`src/rtl/muldiv_unit_if.sv`:
```
// Pipeline-side bundle for the iterative RV32M multiply/divide unit.
// The master side is the EX stage; the slave side is muldiv_unit.
interface muldiv_unit_if #(
   parameter int DATA_WIDTH = 32
);
   logic                  valid_i;
   logic [2:0]            op_i;
   logic [DATA_WIDTH-1:0] src1_i;
   logic [DATA_WIDTH-1:0] src2_i;
   logic                  flush_i;
   logic                  stall_o;
   logic                  busy_o;
   logic                  done_o;
   logic [DATA_WIDTH-1:0] result_o;

   modport master (
      output valid_i, op_i, src1_i, src2_i, flush_i,
      input  stall_o, busy_o, done_o, result_o
   );

   modport slave (
      input  valid_i, op_i, src1_i, src2_i, flush_i,
      output stall_o, busy_o, done_o, result_o
   );
endinterface

```
`src/rtl/muldiv_unit.sv`:
```
// Iterative RV32M multiply/divide unit for the EX stage.
// Multiply is radix-2 shift-add, divide is restoring shift-subtract; both
// run on unsigned magnitudes and the sign is fixed up when the result is
// loaded. Divide-by-zero and signed overflow are always forced to the
// architectural values.
// Optional feature macro: MULDIV_FAST_SPECIAL_EN -- when defined, special
// cases (divide by zero, signed overflow, MUL* with a zero operand) skip
// CALC and complete one cycle after acceptance.
module muldiv_unit #(
   parameter int DATA_WIDTH = 32
) (
   input  logic          clk,
   input  logic          rst_n,
   muldiv_unit_if.slave  bus
);
   localparam int W  = DATA_WIDTH;
   localparam int CW = $clog2(DATA_WIDTH);
   localparam logic [W-1:0] MIN_NEG = {1'b1, {(W-1){1'b0}}};

   typedef enum logic [1:0] {IDLE, CALC, DONE} state_t;

   state_t          state_reg, state_next;
   logic [CW-1:0]   count_reg;
   logic [2:0]      op_reg;
   logic [W-1:0]    operand_reg;      // multiplicand or divisor magnitude
   logic [2*W-1:0]  acc_reg;          // product, or {remainder, quotient}
   logic            neg_reg;
   logic            special_reg;
   logic [W-1:0]    special_val_reg;
   logic [W-1:0]    result_reg;

   logic            stall;
   logic            accept;
   logic            last;
   logic            fast_take;

   logic            is_div, a_signed, b_signed, a_neg, b_neg, neg_in;
   logic [W-1:0]    a_mag, b_mag;
   logic            div_zero, overflow, mul_zero, special_in;
   logic [W-1:0]    special_val_in;

   logic [W:0]      mul_sum;
   logic [W:0]      div_shift, div_diff;
   logic            div_ge;
   logic [W-1:0]    div_rem;
   logic [2*W-1:0]  acc_step, prod_fix;
   logic [W-1:0]    lo_fix, hi_fix, calc_val, final_val;

   // Decode the incoming instruction: magnitudes, result sign and special cases
   always_comb begin
      is_div   = bus.op_i[2];
      a_signed = (bus.op_i == 3'b001) || (bus.op_i == 3'b010) ||
                 (bus.op_i == 3'b100) || (bus.op_i == 3'b110);
      b_signed = (bus.op_i == 3'b001) || (bus.op_i == 3'b100) || (bus.op_i == 3'b110);
      a_neg    = a_signed && bus.src1_i[W-1];
      b_neg    = b_signed && bus.src2_i[W-1];
      a_mag    = a_neg ? (W'(0) - bus.src1_i) : bus.src1_i;
      b_mag    = b_neg ? (W'(0) - bus.src2_i) : bus.src2_i;
      // REM follows the dividend; everything else is the product of the signs
      neg_in   = (bus.op_i == 3'b110) ? a_neg : (a_neg ^ b_neg);

      div_zero = is_div && (bus.src2_i == '0);
      overflow = ((bus.op_i == 3'b100) || (bus.op_i == 3'b110)) &&
                 (bus.src1_i == MIN_NEG) && (bus.src2_i == '1);
      mul_zero = !is_div && ((bus.src1_i == '0) || (bus.src2_i == '0));
      special_in     = div_zero || overflow || mul_zero;
      special_val_in = '0;
      if (div_zero)
         special_val_in = bus.op_i[1] ? bus.src1_i : '1;
      else if (overflow)
         special_val_in = bus.op_i[1] ? '0 : MIN_NEG;
   end

`ifdef MULDIV_FAST_SPECIAL_EN
   assign fast_take = special_in;
`else
   assign fast_take = 1'b0;
`endif

   assign accept = (state_reg == IDLE) && bus.valid_i && !bus.flush_i;
   assign last   = (count_reg == CW'(W - 1));

   // One shift-add or shift-subtract step, plus sign correction of the outcome
   always_comb begin
      mul_sum   = {1'b0, acc_reg[2*W-1:W]} + (acc_reg[0] ? {1'b0, operand_reg} : '0);
      div_shift = acc_reg[2*W-1:W-1];
      div_diff  = div_shift - {1'b0, operand_reg};
      div_ge    = (div_shift >= {1'b0, operand_reg});
      div_rem   = div_ge ? div_diff[W-1:0] : div_shift[W-1:0];
      acc_step  = op_reg[2] ? {div_rem, acc_reg[W-2:0], div_ge}
                            : {mul_sum, acc_reg[W-1:1]};

      prod_fix  = neg_reg ? ((2*W)'(0) - acc_step) : acc_step;
      lo_fix    = neg_reg ? (W'(0) - acc_step[W-1:0]) : acc_step[W-1:0];
      hi_fix    = neg_reg ? (W'(0) - acc_step[2*W-1:W]) : acc_step[2*W-1:W];
      case (op_reg)
         3'b000:                 calc_val = prod_fix[W-1:0];
         3'b001, 3'b010, 3'b011: calc_val = prod_fix[2*W-1:W];
         3'b100, 3'b101:         calc_val = lo_fix;
         default:                calc_val = hi_fix;
      endcase
      final_val = special_reg ? special_val_reg : calc_val;
   end

   // Next-state and stall request; flush overrides everything
   always_comb begin
      state_next = state_reg;
      stall      = 1'b0;
      case (state_reg)
         IDLE: begin
            if (bus.valid_i && !bus.flush_i) begin
               stall      = 1'b1;
               state_next = fast_take ? DONE : CALC;
            end
         end
         CALC: begin
            stall = 1'b1;
            if (last)
               state_next = DONE;
         end
         DONE:    state_next = IDLE;
         default: state_next = IDLE;
      endcase
      if (bus.flush_i)
         state_next = IDLE;
   end

   // State register
   always_ff @(posedge clk) begin
      if (!rst_n)
         state_reg <= IDLE;
      else
         state_reg <= state_next;
   end

   // Operand capture, iteration and result load
   always_ff @(posedge clk) begin
      if (!rst_n) begin
         count_reg       <= '0;
         op_reg          <= '0;
         operand_reg     <= '0;
         acc_reg         <= '0;
         neg_reg         <= 1'b0;
         special_reg     <= 1'b0;
         special_val_reg <= '0;
         result_reg      <= '0;
      end else if (accept) begin
         count_reg       <= '0;
         op_reg          <= bus.op_i;
         operand_reg     <= is_div ? b_mag : a_mag;
         acc_reg         <= {{W{1'b0}}, (is_div ? a_mag : b_mag)};
         neg_reg         <= neg_in;
         special_reg     <= special_in;
         special_val_reg <= special_val_in;
         if (fast_take)
            result_reg <= special_val_in;
      end else if ((state_reg == CALC) && !bus.flush_i) begin
         acc_reg   <= acc_step;
         count_reg <= count_reg + CW'(1);
         if (last)
            result_reg <= final_val;
      end
   end

   assign bus.stall_o  = stall;
   assign bus.busy_o   = (state_reg != IDLE);
   assign bus.done_o   = (state_reg == DONE);
   assign bus.result_o = result_reg;
endmodule

```
`src/flat_wrapper.sv`:
```
// flat-port wrapper written by rule: the top's interface ports become plain ports
module muldiv_unit_flat 
#(
   parameter int DATA_WIDTH = 32
)
  (clk, rst_n, bus_valid_i, bus_op_i, bus_src1_i, bus_src2_i, bus_flush_i, bus_stall_o, bus_busy_o, bus_done_o, bus_result_o);
  muldiv_unit_if #(.DATA_WIDTH(DATA_WIDTH)) bus_i ();
  input  logic clk;
  input  logic rst_n;
  input wire logic [$bits(bus_i.valid_i)-1:0] bus_valid_i;
  input wire logic [$bits(bus_i.op_i)-1:0] bus_op_i;
  input wire logic [$bits(bus_i.src1_i)-1:0] bus_src1_i;
  input wire logic [$bits(bus_i.src2_i)-1:0] bus_src2_i;
  input wire logic [$bits(bus_i.flush_i)-1:0] bus_flush_i;
  output wire logic [$bits(bus_i.stall_o)-1:0] bus_stall_o;
  output wire logic [$bits(bus_i.busy_o)-1:0] bus_busy_o;
  output wire logic [$bits(bus_i.done_o)-1:0] bus_done_o;
  output wire logic [$bits(bus_i.result_o)-1:0] bus_result_o;
  assign bus_i.valid_i = bus_valid_i;
  assign bus_i.op_i = bus_op_i;
  assign bus_i.src1_i = bus_src1_i;
  assign bus_i.src2_i = bus_src2_i;
  assign bus_i.flush_i = bus_flush_i;
  assign bus_stall_o = bus_i.stall_o;
  assign bus_busy_o = bus_i.busy_o;
  assign bus_done_o = bus_i.done_o;
  assign bus_result_o = bus_i.result_o;
  muldiv_unit #(.DATA_WIDTH(DATA_WIDTH)) u_core (.clk(clk), .rst_n(rst_n), .bus(bus_i));
endmodule
```
`config.mk`:
```
export PLATFORM = sky130hd
export DESIGN_NAME = muldiv_unit_flat
export DESIGN_NICKNAME = d
export VERILOG_FILES = /design/src/rtl/muldiv_unit_if.sv /design/src/rtl/muldiv_unit.sv /design/src/flat_wrapper.sv
export SDC_FILE = /design/constraint.sdc
export NUM_CORES = 1
export LEC_CHECK = 0
export CAP_MARGIN = 20
export CORE_MARGIN = 10
export CORE_UTILIZATION = 45
export DETAILED_ROUTE_END_ITERATION = 10
export PLACE_DENSITY_LB_ADDON = 0.15
export SLEW_MARGIN = 10
export SYNTH_ARGS = -nofsm -noshare
export SYNTH_HDL_FRONTEND = slang
export SYNTH_SLANG_ARGS = --single-unit
```
`constraint.sdc`:
```
create_clock -name clk -period 4.8 [get_ports clk]
set_input_delay 0.96 -clock clk [delete_from_list [all_inputs] [get_ports clk]]
set_output_delay 0.96 -clock clk [all_outputs]
set_load 0.03 [all_outputs]
```
; ---- Word-level counts from Yosys, hierarchy flattened
; Cells that the tools add are included.
[word_totals]
input_bits = 71
wordCells = 95
reg_bits = 172
output_inout_bits = 35
[classes]
reduce_logical = 33
addsub = 8
n_eq_ne = 16
order_cmp = 1
bitwise_logic = 3
mux = 24
[ops]
columns = operator, count
row1 = $mux 32, 15
row2 = $mux 64, 2
row3 = $sub 1x32->32 const A, 4
row4 = $pmux 32 s3, 1
row5 = $eq 32x32->1 const B, 2
row6 = $logic_not 32->1, 2
row7 = $sub 1x64->64 const A, 1
row8 = $add 32x32->33, 1
row9 = $ge 33x32->1, 1
row10 = $sub 32x32->32, 1
row11 = $eq 3x3->1 const B, 4
row12 = $logic_and 1x1->1, 10
row13 = $eq 3x2->1 const B, 3
row14 = $logic_or 1x1->1, 9
row15 = $eq 3x1->1 const B, 2
row16 = $reduce_or 2->1, 3
row17 = $add 5x1->5 const B, 1
row18 = $eq 5x5->1 const B, 1
row19 = $mux 2, 2
row20 = $pmux 2 s2, 1
row21 = $reduce_bool 2->1, 2
row22 = $logic_not 3->1, 1
row23 = $reduce_and 3->1, 1
row24 = $reduce_or 3->1, 1
row25 = 11 further kinds, 14

; ---- Logic depth before layout (Yosys ltp)
; Gate-level depths: netlist of run 1.
[depth]
depth_word = 8
ltp_mapped = 23
ltp_nobuf = 19

; ---- Worst setup path before layout of run 1
; No wires, ideal clock.
[synth_path]
kind = register to register
startpoint = reg u_core.acc_reg[0]
endpoint = reg u_core.result_reg[31] (netlist: u_core.bus.result_o[31])
path_stages_with_launch = 19
arrival_ns = 3.947
slack_ns = 0.733
synth_period_minus_slack_ns = 4.067
n_path_buf = 1
setup_time_ns = 0.121
path_cell_list = dfxtp_1 -> clkbuf_1 -> and2_1 -> ha_1 -> inv_1 -> fa_1 -> nand2b_1 -> a21o_1 -> nand3_1 -> a21oi_1 -> o31ai_1 -> mux2_2 -> o21ai_1 -> a211oi_4 -> and2_1 -> and4_1 -> a2111o_1 -> o21ai_0 -> o41ai_1
[synth_between]
elab_chain_len = 7
elab_cells_between_ends = 11
[synth_rtl]
columns = element, line
row1 = "start, declared", muldiv_unit.sv:26  ; logic [2*W-1:0] acc_reg;
row2 = "start signal, assigned", muldiv_unit.sv:151  ; acc_reg <= {{W{1'b0}}, (is_div ? a_mag : b_mag)};
row3 = "start signal, assigned", muldiv_unit.sv:158  ; acc_reg <= acc_step;
row4 = $mux 32, muldiv_unit.sv:85  ; mul_sum = {1'b0, acc_reg[2*W-1:W]} + (acc_reg[0] ? {1'b0, operand_reg} : '0);
row5 = $add 32x32->33, muldiv_unit.sv:85
row6 = $mux 64 *, muldiv_unit.sv:90  ; acc_step = op_reg[2] ? {div_rem, acc_reg[W-2:0], div_ge}
row7 = $sub 1x64->64 (tied with other cells), muldiv_unit.sv:93  ; prod_fix = neg_reg ? ((2*W)'(0) - acc_step) : acc_step;
row8 = $mux 64 (tied with other cells), muldiv_unit.sv:93
row9 = $pmux 32 s3 *, muldiv_unit.sv:96  ; case (op_reg)
row10 = $mux 32 *, muldiv_unit.sv:102  ; final_val = special_reg ? special_val_reg : calc_val;
row11 = "end signal, assigned", muldiv_unit.sv:156  ; result_reg <= special_val_in;
row12 = "end signal, assigned", muldiv_unit.sv:161  ; result_reg <= final_val;
row13 = "end, declared", muldiv_unit.sv:30  ; logic [W-1:0] result_reg;
; Every way passes the cells marked *; elsewhere a longest branch is shown, timed or not.
; A chain may end at the register's enable or synchronous reset.

; ---- Worst setup path in the final report of run 1
[layout_path]
startpoint = reg u_core.operand_reg[0]
endpoint = reg u_core.result_reg[31] (netlist: u_core.bus.result_o[31])
[layout_between]
elab_chain_len = 7
elab_cells_between_ends = 14
[layout_rtl]
columns = element, line
row1 = "start, declared", muldiv_unit.sv:25  ; logic [W-1:0] operand_reg;
row2 = "start signal, assigned", muldiv_unit.sv:150  ; operand_reg <= is_div ? b_mag : a_mag;
row3 = $mux 32 (tied with other cells), muldiv_unit.sv:85
row4 = $add 32x32->33 or $mux 32 (tied branches), "muldiv_unit.sv:85, muldiv_unit.sv:89"
row5 = $mux 64 *, muldiv_unit.sv:90
row6 = $sub 1x64->64 (tied with other cells), muldiv_unit.sv:93
row7 = $mux 64 (tied with other cells), muldiv_unit.sv:93
row8 = $pmux 32 s3 *, muldiv_unit.sv:96
row9 = $mux 32 *, muldiv_unit.sv:102
; Marked as above.

==> run_results.csv, run 1 <==
group,metric,value,unit
outcome,status,"finished, final reports clean",
run,cap_violations,0,
global_route,antenna_found_initial,2,
routing,drtIter0Drc,1983,
synthesis,yosysSeqAreaShare,20.3,%
cts,clockBufferDepth,2,
timing,setup_viol,0,
global_route,grt_usage,31.0,%
layout,final_nets,2656,
timing,skew,10.6,ps
layout,finalNonFillerCells,3029,
timing,drv_slew,0,
layout,largest_reg_flops,64,
routing,routedWlPerCell,24.6,µm
synthesis,ys_warn_count,0,
synthesis,postSynth.asyncResetShare,0,%
routing,ant_nets,0,
die,die_x,214,µm
layout,area_growth,17.9,%
layout,drive_above_1_share,10.8,%
worst_setup_path,required,5170,ps
timing,fin_crit_sh,95.1,%
layout,fillers,3670,
global_route,grt_pass1_vias,17400,
synthesis,yosysUniqueCellTypes,109,
routing,drt_first_pass_iters,7,
die,ioPinCount,106,
global_route,grt_max_degree,75,
die,die_height,214,µm
cts,postCtsHoldBufs,0,
placed_design,place_inst,2996,
synthesis,synth_nets,2529,
cts,cts_sinks,172,
worst_setup_path,crit_fanout,4,
synthesis,avgSynthCellArea,7.10,µm²
cts,cts_root_buffer,"clkbuf_16",
power,power_density,253,nW/µm²
placed_design,gp_congestion,1.03,
timing,tns,0,ps
worst_setup_path,crit_path_end_kind,"flop",
power,ir_drop,0.000219,V
worst_setup_path,criticalPathCategory,"reg -> reg",
placed_design,io_buffers,105,
timing,worst_slew_pin_slew,1140,ps
cts,cts_buffers,17,
cts,tritoncts,"yes",
synthesis,synth_edf_count,0,
die,core_area,36900,µm²
worst_setup_path,critPathLaunchType,"flop",
cts,clk_pin_slew_worst_paths,80,ps
cts,htree_levels,4,
placed_design,placed_area,19200,µm²
worst_setup_path,arrival,4940,ps
layout,final_area,20000,µm²
synthesis,ys.flop_type,"dfxtp_1",
placed_design,dp.final_hpwl,59.8,mm
routing,vias_per_cell,6.21,
die,dieArea,45800,µm²
timing,fmax,219,MHz
routing,vias,18800,
global_route,grt_first_pass_wirelength,110,mm
die,start_util,45.9,%
routing,wl,74.6,mm
global_route,overflow,0,
timing,period_needed,4570,ps
timing,hold_violations,0,
synthesis,synth_area,16900,µm²
power,power_leakage,7.67,nW
synthesis,syn_inst,2385,
cts,insertion_delay,480,ps
power,total_power,5.05,mW
worst_hold_path,hp-class,"reg -> reg",
synthesis,ys_ff_latch,172,
timing,relSlewSlack,23.6,%
layout,antenna_cells,0,
routing,remaining_drc_errors,0,
layout,utilization,54.1,%
die,std_cell_rows,70,
## synthesized netlist by cell type (36+ instances only)
| cell | instances | share of area, % |
|---|---|---|
| nand4_1 | 36 | 1.3 |
| dfxtp_1 | 172 | 20 |
| a211oi_1 | 63 | 2.8 |
| o21a_1 | 48 | 2.1 |
| o211ai_1 | 78 | 3.5 |
| clkbuf_1 | 121 | 2.7 |
| mux2i_1 | 47 | 2.8 |
| nor2_1 | 230 | 5.1 |
| inv_1 | 72 | 1.6 |
| a21boi_0 | 40 | 1.8 |
| nand2_1 | 315 | 7.0 |
| a21oi_1 | 171 | 5.1 |
| xnor2_1 | 83 | 4.3 |
| and2_1 | 51 | 1.9 |
| nor2b_1 | 40 | 1.5 |
| nand3_1 | 48 | 1.4 |
| xor2_1 | 79 | 4.1 |
| o21ai_0 | 151 | 4.5 |
| nor3_1 | 55 | 1.6 |
| ha_1 | 71 | 5.2 |
## timing repair
action	CTS	global route
resized for setup	0	20
setup endpoints to repair	0	20
setup buffers	0	1
## final timing paths
path,from,endpoint,slack [ps],cells past startpoint
setup reg to reg,u_core.operand_reg[0],u_core.bus.result_o[31],230,18
hold reg to reg,u_core.bus.result_o[19],u_core.bus.result_o[19],460,2
hold / removal,u_core.bus.result_o[19],u_core.bus.result_o[19],460,2
setup / recovery,u_core.operand_reg[0],u_core.bus.result_o[31],230,18
## worst max-delay path: stages (launching register included)
cell and delay, ps:
dfxtp_1 430, and2_1 160, ha_1 180, inv_1 60, fa_1 400, nand2b_1 200
a21o_1 200, nand3_1 180, a21oi_1 190, o31ai_1 370, buf_4 190, a2111o_1 150
o211ai_1 250, a2111oi_4 350, and4_1 260, and4_1 240, nand4_1 150, mux2i_1 140
o41ai_1 320
## per-layer routing
layer,GRT usage [%],up-vias,share of wire [%]
li1,-,8906,-
met1,38.7,8892,42
met2,49.4,821,45
met3,4.78,177,6.9
met4,18.6,2,6.2
met5,0,-,0.023
## where the power goes
part | switching (mW) | leakage, nW | internal [mW]
clock network | 0.733 | 0.307 | 0.813
logic | 1.25 | 5.96 | 0.729
registers | 0.0525 | 1.40 | 1.47
total | 2.04 | 7.67 | 3.01
## cells in the final DEF (no fill, tap or decap), drive strengths merged, types with 9 or more instances in the layout
cell           count
nor3              58
o21a              48
o21ai            169
a21boi            41
nand4             39
a211oi            64
and3              19
clkdlybuf4s50    103
nor2b             40
o41ai              9
buf              167
a21o              24
a21oi            174
or3               21
nand2            317
xor2              79
a31oi             18
clkbuf            18
nand3             50
o31ai             18
nor2             232
o211ai            80
o22ai             12
mux2i             47
o211a              9
ha                71
nand2b            22
nor4              20
and2              51
dfxtp            172
xnor2             83
o221ai             9
nor3b              9
inv               79
## per-stage QoR
stage	worst slack [ps]	hold WS, ps
global placement	82.3	439
detailed placement	38.0	446
floorplan	733	419
CTS	6.00	458
global route	-19.8	484
finish	234	459
## layout make-up
| class | count | area [µm²] | area share, % |
|---|---|---|---|
| clock inverter | 14 | 199 | 0.997 |
| inverter | 75 | 283 | 1.42 |
| clock buffer | 18 | 439 | 2.20 |
| timing repair buffer | 270 | 2300 | 11.5 |
| tap | 504 | 631 | 3.16 |
| sequential | 172 | 3450 | 17.3 |
| multi-input combinational | 1976 | 12700 | 63.4 |
## cell families after synthesis
family                     share of synthesized area (%)
DFF                                                 20.3
muxes                                               3.27
AOI/OAI and AO/OA                                   30.8
xor gates and xnor gates                            8.38
and+or+nand+nor                                     26.1
adders and majority gates                           5.48
buffers and inverters                               5.66
Power figures use the tool's default switching activity.
==> inputs of run 2 (changes only) <==
--- a/config.mk
+++ b/config.mk
@@ -7,7 +7,7 @@
 export LEC_CHECK = 0
 export CAP_MARGIN = 20
 export CORE_MARGIN = 10
-export CORE_UTILIZATION = 45
+export CORE_UTILIZATION = 39
 export DETAILED_ROUTE_END_ITERATION = 10
 export PLACE_DENSITY_LB_ADDON = 0.15
 export SLEW_MARGIN = 10
==> run_results.csv, run 2 (synthesis gave the netlist of run 1 again) <==
group,metric,value,unit
timing,skew,28.4,ps
routing,vias_per_cell,6.03,
worst_setup_path,endpoint,"u_core.bus.result_o[4]",
worst_setup_path,required,5180,ps
placed_design,pre_cts_slack,-254,ps
worst_setup_path,crit_chain,"inv_1 > ha_1 > a21oi_1 > o21ai_0 > a221o_1 > a21oi_4 > a31o_2 > ha_2 > nand4_1 > nor2_2 > nand2_1 > or2_2 > nand2_1 > a31oi_1 > nor2_1 > a211oi_1 > a211oi_2 > o21ai_0 > and2_1",
global_route,grt_max_degree,90,
power,power_leakage,7.57,nW
global_route,grt_usage,27.8,%
global_route,grt_pass1_vias,17700,
cts,cts_root_buffer,"clkbuf_16",
worst_setup_path,arrival,5010,ps
timing,worst_slew_pin_slew,1090,ps
worst_setup_path,critPathMaxStageDelay,480,ps
routing,routedWlPerCell,24.3,µm
timing,relSlewSlack,27.5,%
cts,cts_sinks,172,
placed_design,io_buffers,105,
die,ioPinCount,106,
worst_setup_path,worstSetupPathDepth,19,
worst_setup_path,cp_top_family,"compound AO/OA/AOI/OAI gates",
cts,clockBufferDepth,2,
worst_hold_path,hold_path_depth,2,
layout,final_nets,2641,
routing,wl,75.3,mm
routing,drtIter0Drc,1747,
layout,final_common_cell,"nand2_1",
global_route,grt_first_pass_wirelength,112,mm
layout,antenna_cells,0,
timing,fmax,216,MHz
die,std_cell_rows,76,
cts,insertion_delay,490,ps
die,start_util,39.4,%
outcome,status,"finished, final reports clean",
worst_setup_path,critPathLaunchType,"flop",
worst_setup_path,r2r-start,"u_core.operand_reg[28]",
worst_setup_path,path_buf_inv,1,
cts,clk_pin_slew_worst_paths,80,ps
die,core_area,43000,µm²
power,power_density,247,nW/µm²
routing,drt_first_pass_iters,5,
timing,drv_slew,0,
timing,fin_crit_sh,96.5,%
layout,final_cell_mix,"314 x nand2_1, 228 x nor2_1, 168 x dfxtp_1",
timing,tns,0,ps
routing,vias,18600,
die,dieArea,52100,µm²
layout,largest_reg_flops,64,
worst_setup_path,crit_path_end_kind,"flop",
worst_setup_path,cp_slowest_cell,"a221o_1",
worst_setup_path,reg2reg_to,"u_core.bus.result_o[4]",
timing,fin_ws,168,ps
timing,hold_violations,0,
routing,remaining_drc_errors,0,
cts,htree_levels,4,
cts,tritoncts,"yes",
cts,postCtsHoldBufs,0,
run,cap_violations,0,
worst_setup_path,reg2regPathDepth,19,
power,total_power,4.93,mW
global_route,overflow,0,
cts,cts_buffers,17,
worst_setup_path,criticalPathCategory,"reg -> reg",
layout,drive_above_1_share,11.2,%
global_route,antenna_found_initial,2,
worst_setup_path,rrSetupSlack,170,ps
layout,area_growth,18.2,%
power,ir_drop,0.000264,V
worst_setup_path,startpoint,"u_core.operand_reg[28]",
timing,period_needed,4630,ps
worst_hold_path,hp-class,"reg -> reg",
placed_design,gp_congestion,1.00,
timing,setup_viol,0,
routing,ant_nets,0,
worst_hold_path,hold_path_startpoint,"u_core.bus.result_o[12]",
worst_setup_path,crit_fanout,8,
die,die_x,228,µm
layout,fillers,4501,
die,die_height,228,µm
placed_design,dp.final_hpwl,60.1,mm
run 2: worst reg2reg max path: stages, from the launching register on:
cell	delay, ps
dfxtp_1	330
inv_1	50
ha_1	350
a21oi_1	230
o21ai_0	190
a221o_1	480
a21oi_4	300
a31o_2	250
ha_2	260
nand4_1	170
nor2_2	240
nand2_1	160
or2_2	430
nand2_1	210
a31oi_1	110
nor2_1	100
a211oi_1	80
a211oi_2	320
o21ai_0	120
and2_1	160
run 2: layout make-up:
cell class	count	area [µm²]	share of cell area [%]
clock buffer	19	453	2.26
sequential	172	3450	17.3
clock inverter	12	128	0.638
timing repair buffer	255	2200	11.0
inverter	75	283	1.41
multi-input combinational	1976	12800	63.8
tap	585	732	3.66
run 2: stage by stage:
step	std cells	utilization (%)	cell area, µm²	hold slack (ps)
final	3094	46.5	20000	453
after global routing	3094	46.5	20000	471
after CTS	3089	46.0	19800	455
after detailed placement	3058	44.6	19200	439
after global placement	3058	44.6	19200	431
after floorplan	2385	-	16900	419
run 2: repair_timing:
action,in CTS,in global routing
endpoints found under the setup margin,7,22
pin swaps,1,7
endpoints found under the hold margin,0,0
gates resized for setup,5,41
setup buffers,0,4
run 2: worst min-delay path by stage:
stage                                 endpoint  slack (ps)
floorplan           u_core.special_val_reg[15]         420
finish                 u_core.bus.result_o[12]         450
detailed placement   u_core.special_val_reg[4]         440
CTS                    u_core.bus.result_o[12]         450
global placement     u_core.special_val_reg[4]         430
global route           u_core.bus.result_o[12]         470
run 2: power by group:
part | internal, mW | switching (mW)
clock | 0.755 | 0.687
sequential | 1.47 | 0.0480
combinational | 0.715 | 1.26
run 2: per-layer routing:
metal | vias to the layer above | share of wire [%] | global-route usage (%)
met5 | - | 0 | 0
met3 | 157 | 5.8 | 3.85
met4 | 0 | 5.7 | 15.3
met1 | 8934 | 43 | 34.8
li1 | 8864 | - | -
met2 | 687 | 46 | 45.3
